$ cat src/rtl/nvdla_csb_arbiter.sv
// Two-requester round-robin arbiter for the single NVDLA CSB config port.
// One transaction in flight; responses are routed back to the issuer, with an optional timeout.
module nvdla_csb_arbiter #(
  parameter int AW     = 16,
  parameter int DW     = 32,
  parameter int TO_CYC = 1024
) (
  input  logic          dla_csb_clk,
  input  logic          dla_reset,
  input  logic          req0_valid,
  output logic          req0_ready,
  input  logic [AW-1:0] req0_addr,
  input  logic [DW-1:0] req0_wdat,
  input  logic          req0_write,
  input  logic          req0_nposted,
  input  logic          req1_valid,
  output logic          req1_ready,
  input  logic [AW-1:0] req1_addr,
  input  logic [DW-1:0] req1_wdat,
  input  logic          req1_write,
  input  logic          req1_nposted,
  output logic          rsp0_valid,
  output logic [DW-1:0] rsp0_data,
  output logic          rsp0_err,
  output logic          rsp1_valid,
  output logic [DW-1:0] rsp1_data,
  output logic          rsp1_err,
  output logic          csb2nvdla_valid,
  input  logic          csb2nvdla_ready,
  output logic [AW-1:0] csb2nvdla_addr,
  output logic [DW-1:0] csb2nvdla_wdat,
  output logic          csb2nvdla_write,
  output logic          csb2nvdla_nposted,
  input  logic          nvdla2csb_valid,
  input  logic [DW-1:0] nvdla2csb_data,
  input  logic          nvdla2csb_wr_complete,
  output logic          busy,
  output logic          stray_rsp
);

  localparam int CW = (TO_CYC > 0) ? $clog2(TO_CYC + 1) : 1;
  localparam logic [CW-1:0] TO_LAST = CW'((TO_CYC > 0) ? TO_CYC - 1 : 0);

  typedef enum logic [1:0] {IDLE, ISSUE, WAIT_RSP} state_t;

  state_t        state_q, state_d;
  logic          last_grant_q;
  logic          hold_id_q;
  logic          hold_write_q;
  logic          hold_nposted_q;
  logic [AW-1:0] hold_addr_q;
  logic [DW-1:0] hold_wdat_q;
  logic [CW-1:0] to_cnt_q;

  logic          grant0, grant1;
  logic          exp_evt, wrong_evt, any_evt, timeout_hit;
  logic          cnt_clr, cnt_inc;
  logic          rsp_fire, rsp_err_d, stray_set;
  logic [DW-1:0] rsp_data_d;

  always_comb begin
    state_d     = state_q;
    grant0      = 1'b0;
    grant1      = 1'b0;
    cnt_clr     = 1'b0;
    cnt_inc     = 1'b0;
    rsp_fire    = 1'b0;
    rsp_err_d   = 1'b0;
    rsp_data_d  = '0;
    stray_set   = 1'b0;
    any_evt     = nvdla2csb_valid | nvdla2csb_wr_complete;
    exp_evt     = hold_write_q ? nvdla2csb_wr_complete : nvdla2csb_valid;
    wrong_evt   = hold_write_q ? nvdla2csb_valid : nvdla2csb_wr_complete;
    timeout_hit = (TO_CYC != 0) && (to_cnt_q == TO_LAST);
    case (state_q)
      IDLE: begin
        // On a tie the requester that did not win last time is served.
        grant0    = req0_valid && (!req1_valid || last_grant_q);
        grant1    = req1_valid && (!req0_valid || !last_grant_q);
        stray_set = any_evt;
        if (grant0 || grant1) state_d = ISSUE;
      end
      ISSUE: begin
        stray_set = any_evt;
        if (csb2nvdla_ready) begin
          if (hold_write_q && !hold_nposted_q) begin
            state_d = IDLE;
          end else begin
            state_d = WAIT_RSP;
            cnt_clr = 1'b1;
          end
        end
      end
      WAIT_RSP: begin
        stray_set = wrong_evt;
        // A real response beats a timeout landing in the same cycle.
        if (exp_evt) begin
          rsp_fire   = 1'b1;
          rsp_data_d = hold_write_q ? '0 : nvdla2csb_data;
          state_d    = IDLE;
        end else if (timeout_hit) begin
          rsp_fire  = 1'b1;
          rsp_err_d = 1'b1;
          state_d   = IDLE;
        end else if (TO_CYC != 0) begin
          cnt_inc = 1'b1;
        end
      end
      default: state_d = IDLE;
    endcase
  end

  always_ff @(posedge dla_csb_clk or posedge dla_reset) begin
    if (dla_reset) begin
      state_q        <= IDLE;
      last_grant_q   <= 1'b1;
      hold_id_q      <= 1'b0;
      hold_write_q   <= 1'b0;
      hold_nposted_q <= 1'b0;
      hold_addr_q    <= '0;
      hold_wdat_q    <= '0;
      to_cnt_q       <= '0;
      rsp0_valid     <= 1'b0;
      rsp0_data      <= '0;
      rsp0_err       <= 1'b0;
      rsp1_valid     <= 1'b0;
      rsp1_data      <= '0;
      rsp1_err       <= 1'b0;
      stray_rsp      <= 1'b0;
    end else begin
      state_q <= state_d;
      if (grant0 || grant1) begin
        hold_id_q      <= grant1;
        last_grant_q   <= grant1;
        hold_addr_q    <= grant1 ? req1_addr    : req0_addr;
        hold_wdat_q    <= grant1 ? req1_wdat    : req0_wdat;
        hold_write_q   <= grant1 ? req1_write   : req0_write;
        hold_nposted_q <= grant1 ? req1_nposted : req0_nposted;
      end
      if (cnt_clr)      to_cnt_q <= '0;
      else if (cnt_inc) to_cnt_q <= to_cnt_q + 1'b1;
      // Response stage: one-cycle pulse, data/err held until the next pulse.
      rsp0_valid <= rsp_fire && !hold_id_q;
      rsp1_valid <= rsp_fire && hold_id_q;
      if (rsp_fire && !hold_id_q) begin
        rsp0_data <= rsp_data_d;
        rsp0_err  <= rsp_err_d;
      end
      if (rsp_fire && hold_id_q) begin
        rsp1_data <= rsp_data_d;
        rsp1_err  <= rsp_err_d;
      end
      if (stray_set) stray_rsp <= 1'b1;
    end
  end

  assign req0_ready        = grant0;
  assign req1_ready        = grant1;
  assign csb2nvdla_valid   = (state_q == ISSUE);
  assign csb2nvdla_addr    = hold_addr_q;
  assign csb2nvdla_wdat    = hold_wdat_q;
  assign csb2nvdla_write   = hold_write_q;
  assign csb2nvdla_nposted = hold_nposted_q;
  assign busy              = (state_q != IDLE);

endmodule

$ cat config.mk
export PLATFORM = sky130hd
export DESIGN_NAME = nvdla_csb_arbiter
export DESIGN_NICKNAME = d
export VERILOG_FILES = /design/src/rtl/nvdla_csb_arbiter.sv
export SDC_FILE = /design/constraint.sdc
export NUM_CORES = 1
export LEC_CHECK = 0
export BUFFER_PORTS_ARGS = -buffer_cell sky130_fd_sc_hd__clkbuf_2
export CAP_MARGIN = 25
export CELL_PAD_IN_SITES_DETAIL_PLACEMENT = 1
export CELL_PAD_IN_SITES_GLOBAL_PLACEMENT = 2
export CORE_ASPECT_RATIO = 0.7
export CORE_MARGIN = 2
export CORE_UTILIZATION = 28
export DETAILED_ROUTE_END_ITERATION = 7
export PLACE_DENSITY_LB_ADDON = 0.2
export SLEW_MARGIN = 0
export SYNTH_ARGS = -nofsm -noshare
export SYNTH_HDL_FRONTEND = slang
export SYNTH_SLANG_ARGS = --single-unit
$ cat constraint.sdc
create_clock -name dla_csb_clk -period 5.01 [get_ports dla_csb_clk]
set_input_delay 1.002 -clock dla_csb_clk [delete_from_list [all_inputs] [get_ports dla_csb_clk]]
set_output_delay 1.002 -clock dla_csb_clk [all_outputs]
set_load 0.02 [all_outputs]
==> out/metrics.cfg, run 1 <==
[pwr]
ir_drop_uv = 271.4
powerDensity_mw_per_mm2 = 655.2
leakage_nw = 4.181
power_mw = 5.142

[synth]
synth_cells = 474
synthXorXnorAreaFrac = 0
syn_nets = 614
synth.mux.area_fraction = 0.1026
ys_ff_latch = 134
ys_types = 41
synth_top_family_by_area = compound AO/OA/AOI/OAI gates
synthAdderAreaFrac = 0.002230
yosys_warnings = 0
synth-compound-area-share = 0.1842
synth-seq-area-share = 0.5978
yosys.area_share.simple = 0.08116
synth.avg_cell_area_um2 = 11.84
syn_area_mm2 = 0.005612

[global_routing]
overflow = 0
grt_max_degree = 98
antenna_found_initial = 0
grt_pass1_vias = 5117
track_usage = 0.1698
grt_pass1_wl_um = 28250

[timing]
fmax_mhz = 354.5
finalCritPeriodShare = 0.5631
setup_viol = 0
fin_ws_ns = 2.189
period_needed_ns = 2.821
fin_tns_setup_ns = 0
tightest_slew_ns = 0.8608
final_max_slew_viol_count = 0
finalHoldViolations = 0
relSlewSlack = 0.4261
finClkSkew_ns = 0.009292
rsz0062_at_grt = false

[route]
routed-via-count = 4925
ant_nets = 0
first_iter_violations = 233
remaining_drc_errors = 0
detail_route.wl_per_cell_um = 17.72
totalWireLength_um = 17860
vias_per_cell = 4.886
first_pass_iters = 5

[die]
die_h_um = 122.4
die_area_mm2 = 0.02121
io_pins = 262
start_util = 0.2842
core_area_mm2 = 0.01975
die_x_um = 173.2
num_rows = 43

[min_path]
min_path_cells = 1
hp-class = flop to flop

[setup_path]
worst_setup_path_start_kind = flop
arrival_ns = 1.82
worstRegToRegCells = 6
path_max_fanout = 7
setup.worst_path.class = flop to output port
critPathRequiredTime_ns = 4.01
crit_path_end_kind = output port

[finish]
final_cell_area_mm2 = 0.007848
layout_common_cells = clkbuf_2 (261), dfrtp_1 (133), a32o_1 (64), nand2_1 (64), mux2i_1 (56)
mostFrequentLayoutCell = clkbuf_2
synthToLayoutAreaGrowth_pct = 39.84
drive_above_1_share = 0.4228
layout.cells.non_filler = 1008
finalNetCount = 866
antenna_cells = 0

[clock_tree]
root_buffer = clkbuf_16
ctsLongestPathBuffers = 2
clk_pin_slew_worst_paths_ns = 0.06
hold_buffers = 0
htree_levels = 4
ctsResizeCount = 0
cts.sinks = 134
cts_setup_buffers = 0
cts_tree = yes
clkLatencyLatePin_ns = 0.41
cts_made_buffers = 17

[flow_run]
maxCapViolations = 0

[status]
outcome = finished, final reports clean

[placement]
place_area_mm2 = 0.007222
numPortBuffers = 261
place_congestion = 0.7638
pre_cts_ws_ns = 2.273
hpwl_um = 13030
dp_cells = 976

layout make-up:
cell class	instances	area, um^2
well taps	270	337.8
inverters	9	38.79
clock buffers	19	452.9
multi-input cells	294	2112
repair buffers	270	1406
flip-flops and latches	134	3354
fillers	2241	11900
clock inverters	12	145.1
stage by stage:
step	utilization	hold WS (ns)
6_report	0.3974	0.4582
5_1_grt	0.3974	0.4541
4_1_cts	0.3960	0.4612
3_5_place_dp	0.3658	0.4480
3_3_place_gp	0.3647	0.4412
2_1_floorplan	-	0.4435
final timing paths:
check | startpoint | to | slack (ns)
min | stray_rsp | stray_rsp | 0.46
min reg2reg | stray_rsp | stray_rsp | 0.46
max in group asynchronous | dla_reset | rsp1_data[28] | 3.32
max | state_q[0] | req0_ready | 2.19
min in group asynchronous | dla_reset | csb2nvdla_addr[4] | 0.47
max reg2reg | to_cnt_q[0] | rsp1_data[3] | 2.60
power by group:
| group | switching (mW) | internal (mW) |
|---|---|---|
| registers | 0.290 | 1.54 |
| clock network | 0.495 | 0.767 |
| logic | 1.32 | 0.731 |
registers in the layout, summed over array words and instances (netlist names):
| register | count |
|---|---|
| csb2nvdla_wdat | 32 |
| rsp0_data | 32 |
| rsp1_data | 32 |
| csb2nvdla_addr | 16 |
| to_cnt_q | 11 |
| state_q | 2 |
| csb2nvdla_nposted | 1 |
| csb2nvdla_write | 1 |
| hold_id_q | 1 |
| last_grant_q | 1 |
| rsp0_err | 1 |
| rsp0_valid | 1 |
| rsp1_err | 1 |
| rsp1_valid | 1 |
| stray_rsp | 1 |
cell families after synthesis:
family | count (synthesis)
compound gates | 136
flops | 134
simple gates | 100
mux | 57
buf+inv | 46
fa+ha+maj | 1
routing by layer:
layer,global-route usage,vias up,routed length [um]
met5,0,-,0
met4,0.05614,0,297
met3,0.06196,18,1572
met2,0.2628,204,8065
met1,0.2218,2435,7924
li1,-,2268,-
cell usage after synthesis, drive strengths merged:
library cell | n | area [um^2]
or2b | 1 | 7.510
nand3 | 7 | 35.03
nor4 | 1 | 6.260
mux2 | 1 | 15.01
dfstp | 1 | 26.28
o31ai | 2 | 15.01
clkbuf | 31 | 117.6
nand3b | 1 | 7.510
and2 | 1 | 6.260
a31oi | 1 | 6.260
o2111ai | 1 | 8.760
nand4 | 2 | 12.51
nor2b | 3 | 18.77
nor3b | 1 | 7.510
a21oi | 6 | 30.03
o21ai | 55 | 275.3
ha | 1 | 12.51
nand2 | 64 | 240.2
o211ai | 1 | 7.510
a21o | 2 | 15.01
or3 | 1 | 6.260
and3 | 3 | 18.77
mux2i | 56 | 560.5
or4 | 1 | 7.510
nor3 | 5 | 30.03
nand2b | 3 | 18.77
nor2 | 4 | 15.01
buf | 6 | 28.77
and2b | 1 | 7.510
o211a | 1 | 10.01
or4b | 1 | 10.01
dfrtp | 133 | 3328
o41ai | 1 | 8.760
inv | 9 | 33.78
a32o | 64 | 640.6
a211oi | 1 | 7.510
o311ai | 1 | 8.760
critical path, cell delays in order, from the launching register on:
cell,delay (ns)
dfrtp_1,0.46
nor2_1,0.46
nand3_1,0.22
inv_1,0.09
clkbuf_2,0.17
Note: power is estimated with default switching activity, not from simulation.
==> run 2, diff against run 1 <==
Settings changed: CORE_UTILIZATION 28 to 25.
Clock period 5.01 ns to 2.5 ns, I/O delays scaled along.
==> out/metrics.cfg, run 2 (same netlist as run 1, synthesis figures left out) <==
[status]
outcome = finished, final reports clean

[clock_tree]
clkLatencyLatePin_ns = 0.42  ; about the same
cts_tree = yes
hold_buffers = 0  ; unchanged
cts_made_buffers = 17  ; unchanged
cts.sinks = 134  ; unchanged
htree_levels = 4  ; unchanged
ctsResizeCount = 0  ; unchanged
root_buffer = clkbuf_16
ctsLongestPathBuffers = 2  ; unchanged
cts_setup_buffers = 0  ; unchanged
clk_pin_slew_worst_paths_ns = 0.06  ; about the same

[pwr]
powerDensity_mw_per_mm2 = 1313  ; +100%
leakage_nw = 4.185  ; about the same
power_frac_clock = 0.244  ; about the same
sw_frac_of_total = 0.4122  ; +0.002259
seqPwrFrac = 0.351  ; -0.004
p_switching_mw = 4.265  ; +100%
internal_power_mw = 6.083  ; +100%
power_frac_comb = 0.405  ; +0.005
ir_drop_uv = 456.9  ; +68%

[flow_run]
maxCapViolations = 0  ; unchanged

[finish]
seq_area_mm2 = 0.003354  ; unchanged
antenna_cells = 0  ; unchanged
n_fill_cell = 2514  ; +12%
layout_common_cells = clkbuf_2 (261), dfrtp_1 (133), a32o_1 (64), nand2_1 (64), mux2i_1 (56)
final_cell_area_mm2 = 0.007881  ; +0.43%
drive_above_1_share = 0.4230  ; about the same
multi_input_area_mm2 = 0.002112  ; unchanged
finalNetCount = 867  ; +0.12%
mostFrequentLayoutCell = clkbuf_2
synthToLayoutAreaGrowth_pct = 40.45

[die]
die_x_um = 183.1  ; +5.7%
start_util = 0.2569  ; -0.02733
die_area_mm2 = 0.02368  ; +12%
num_rows = 45  ; +4.7%
die_h_um = 129.4  ; +5.6%
io_pins = 262  ; unchanged
core_area_mm2 = 0.02185  ; +11%

[global_routing]
met2_usage = 0.2389  ; -0.02389
grt_max_degree = 135  ; +38%
grt_pass1_vias = 5114  ; -0.059%
met3_usage = 0.05453  ; -0.007433
grt_pass1_wl_um = 27170  ; -3.8%
top_usage_layer = met2
track_usage = 0.1477  ; -0.02211
overflow = 0  ; unchanged
antenna_found_initial = 0  ; unchanged
use_met1 = 0.1854  ; -0.03634

[setup_path]
path_max_fanout = 13  ; +6
arrival_ns = 1.86  ; +0.04 ns
critPathLaunch = state_q[1]
slowest_delay_ns = 0.44  ; -0.02 ns
critPathRequiredTime_ns = 2.00  ; -2.01 ns
path_cells = nor2_1 > nand3_4 > inv_1 > clkbuf_2
setup.worst_path.class = flop to output port
worst_setup_path_start_kind = flop
crit_path_end_kind = output port
crit_family = simple AND/OR/NAND/NOR gates
worst-path-buf-inv = 2  ; unchanged
regToRegStartpoint = to_cnt_q[0]
cp_slowest_cell = dfrtp_1

[route]
ant_nets = 0  ; unchanged
detail_route.wl_per_cell_um = 17.34  ; -2.1%
remaining_drc_errors = 0  ; unchanged
routed-via-count = 4898  ; -0.55%
first_pass_iters = 4  ; -1
first_iter_violations = 230  ; -1.3%
vias_per_cell = 4.793  ; -1.9%
totalWireLength_um = 17720  ; -0.78%

[placement]
hpwl_um = 13030  ; about the same
place_congestion = 0.7469  ; -2.2%
place_area_mm2 = 0.007288  ; +0.92%
numPortBuffers = 261  ; unchanged

[min_path]
hp-class = input port to async pin

[timing]
finalHoldViolations = 0  ; unchanged
rsz0062_at_grt = false
fin_tns_setup_ns = 0  ; unchanged
relSlewSlack = 0.5055  ; +0.07937
period_needed_ns = 2.359
tightest_slew_ns = 0.7418  ; -0.1191 ns
finalCritPeriodShare = 0.9438
setup_viol = 0  ; unchanged
final_max_slew_viol_count = 0  ; unchanged
fmax_mhz = 423.8
finClkSkew_ns = 0.01188  ; +0.002583 ns

-- run 2: cell count changes in the layout (fill, tap and decap cells not counted), sizes merged --
cell      previous run  this run
clkinv               5         2
inv                 13        16
clkinvlp             1         3
buf                  9        10
clkbuf             280       279
-- run 2: area by class of cell --
cell class | instances | area share
flip-flops and latches | 134 | 0.4256
multi-input cells | 294 | 0.2680
clock buffers | 18 | 0.05445
inverters | 9 | 0.004763
well taps | 282 | 0.04477
clock inverters | 14 | 0.02080
repair buffers | 271 | 0.1816
-- run 2: power by group through the flow --
stage	registers (mW)	clock network, mW	logic, mW
floorplan	4.62	0	1.59
global placement	3.63	0	4.19
detailed placement	3.68	0	4.28
CTS	3.65	2.60	4.28
global route	3.77	2.69	4.55
finish	3.63	2.53	4.19
-- run 2: per-stage QoR --
step	total power, mW	util	hold WS [ns]	worst slack [ns]	cells
after floorplan	6.215	-	0.4435	0.3356	474
after global placement	7.818	0.3336	0.4446	0.4378	990
after detailed placement	7.958	0.3336	0.4702	0.4100	990
after CTS	10.53	0.3608	0.2852	0.1021	1022
after global routing	11.00	0.3608	0.2915	0.05534	1022
final	10.35	0.3608	0.2827	0.1405	1022
-- run 2: worst paths after layout --
path,to,slack (ns),cells after the start
setup / recovery,req1_ready,0.14,4
hold / removal,rsp0_data[6],0.28,3
setup reg to reg,rsp0_data[5],0.44,6
hold reg to reg,stray_rsp,0.47,1
max in group asynchronous,csb2nvdla_wdat[6],1.67,3
min in group dla_csb_clk,state_q[0],0.30,2
-- run 2: worst reg2reg max path: stages, from the launching register on --
cell and delay [ns]:
dfrtp_1 0.41, ha_1 0.26, nand3_1 0.15, nor3_2 0.50, o21ai_2 0.08, buf_4 0.27
a32o_1 0.29
-- run 2: per-layer routing --
layer	up-vias	wire, um
met1	2417	7895
met4	0	246
met5	-	0
li1	2278	-
met3	16	1446
met2	187	8132
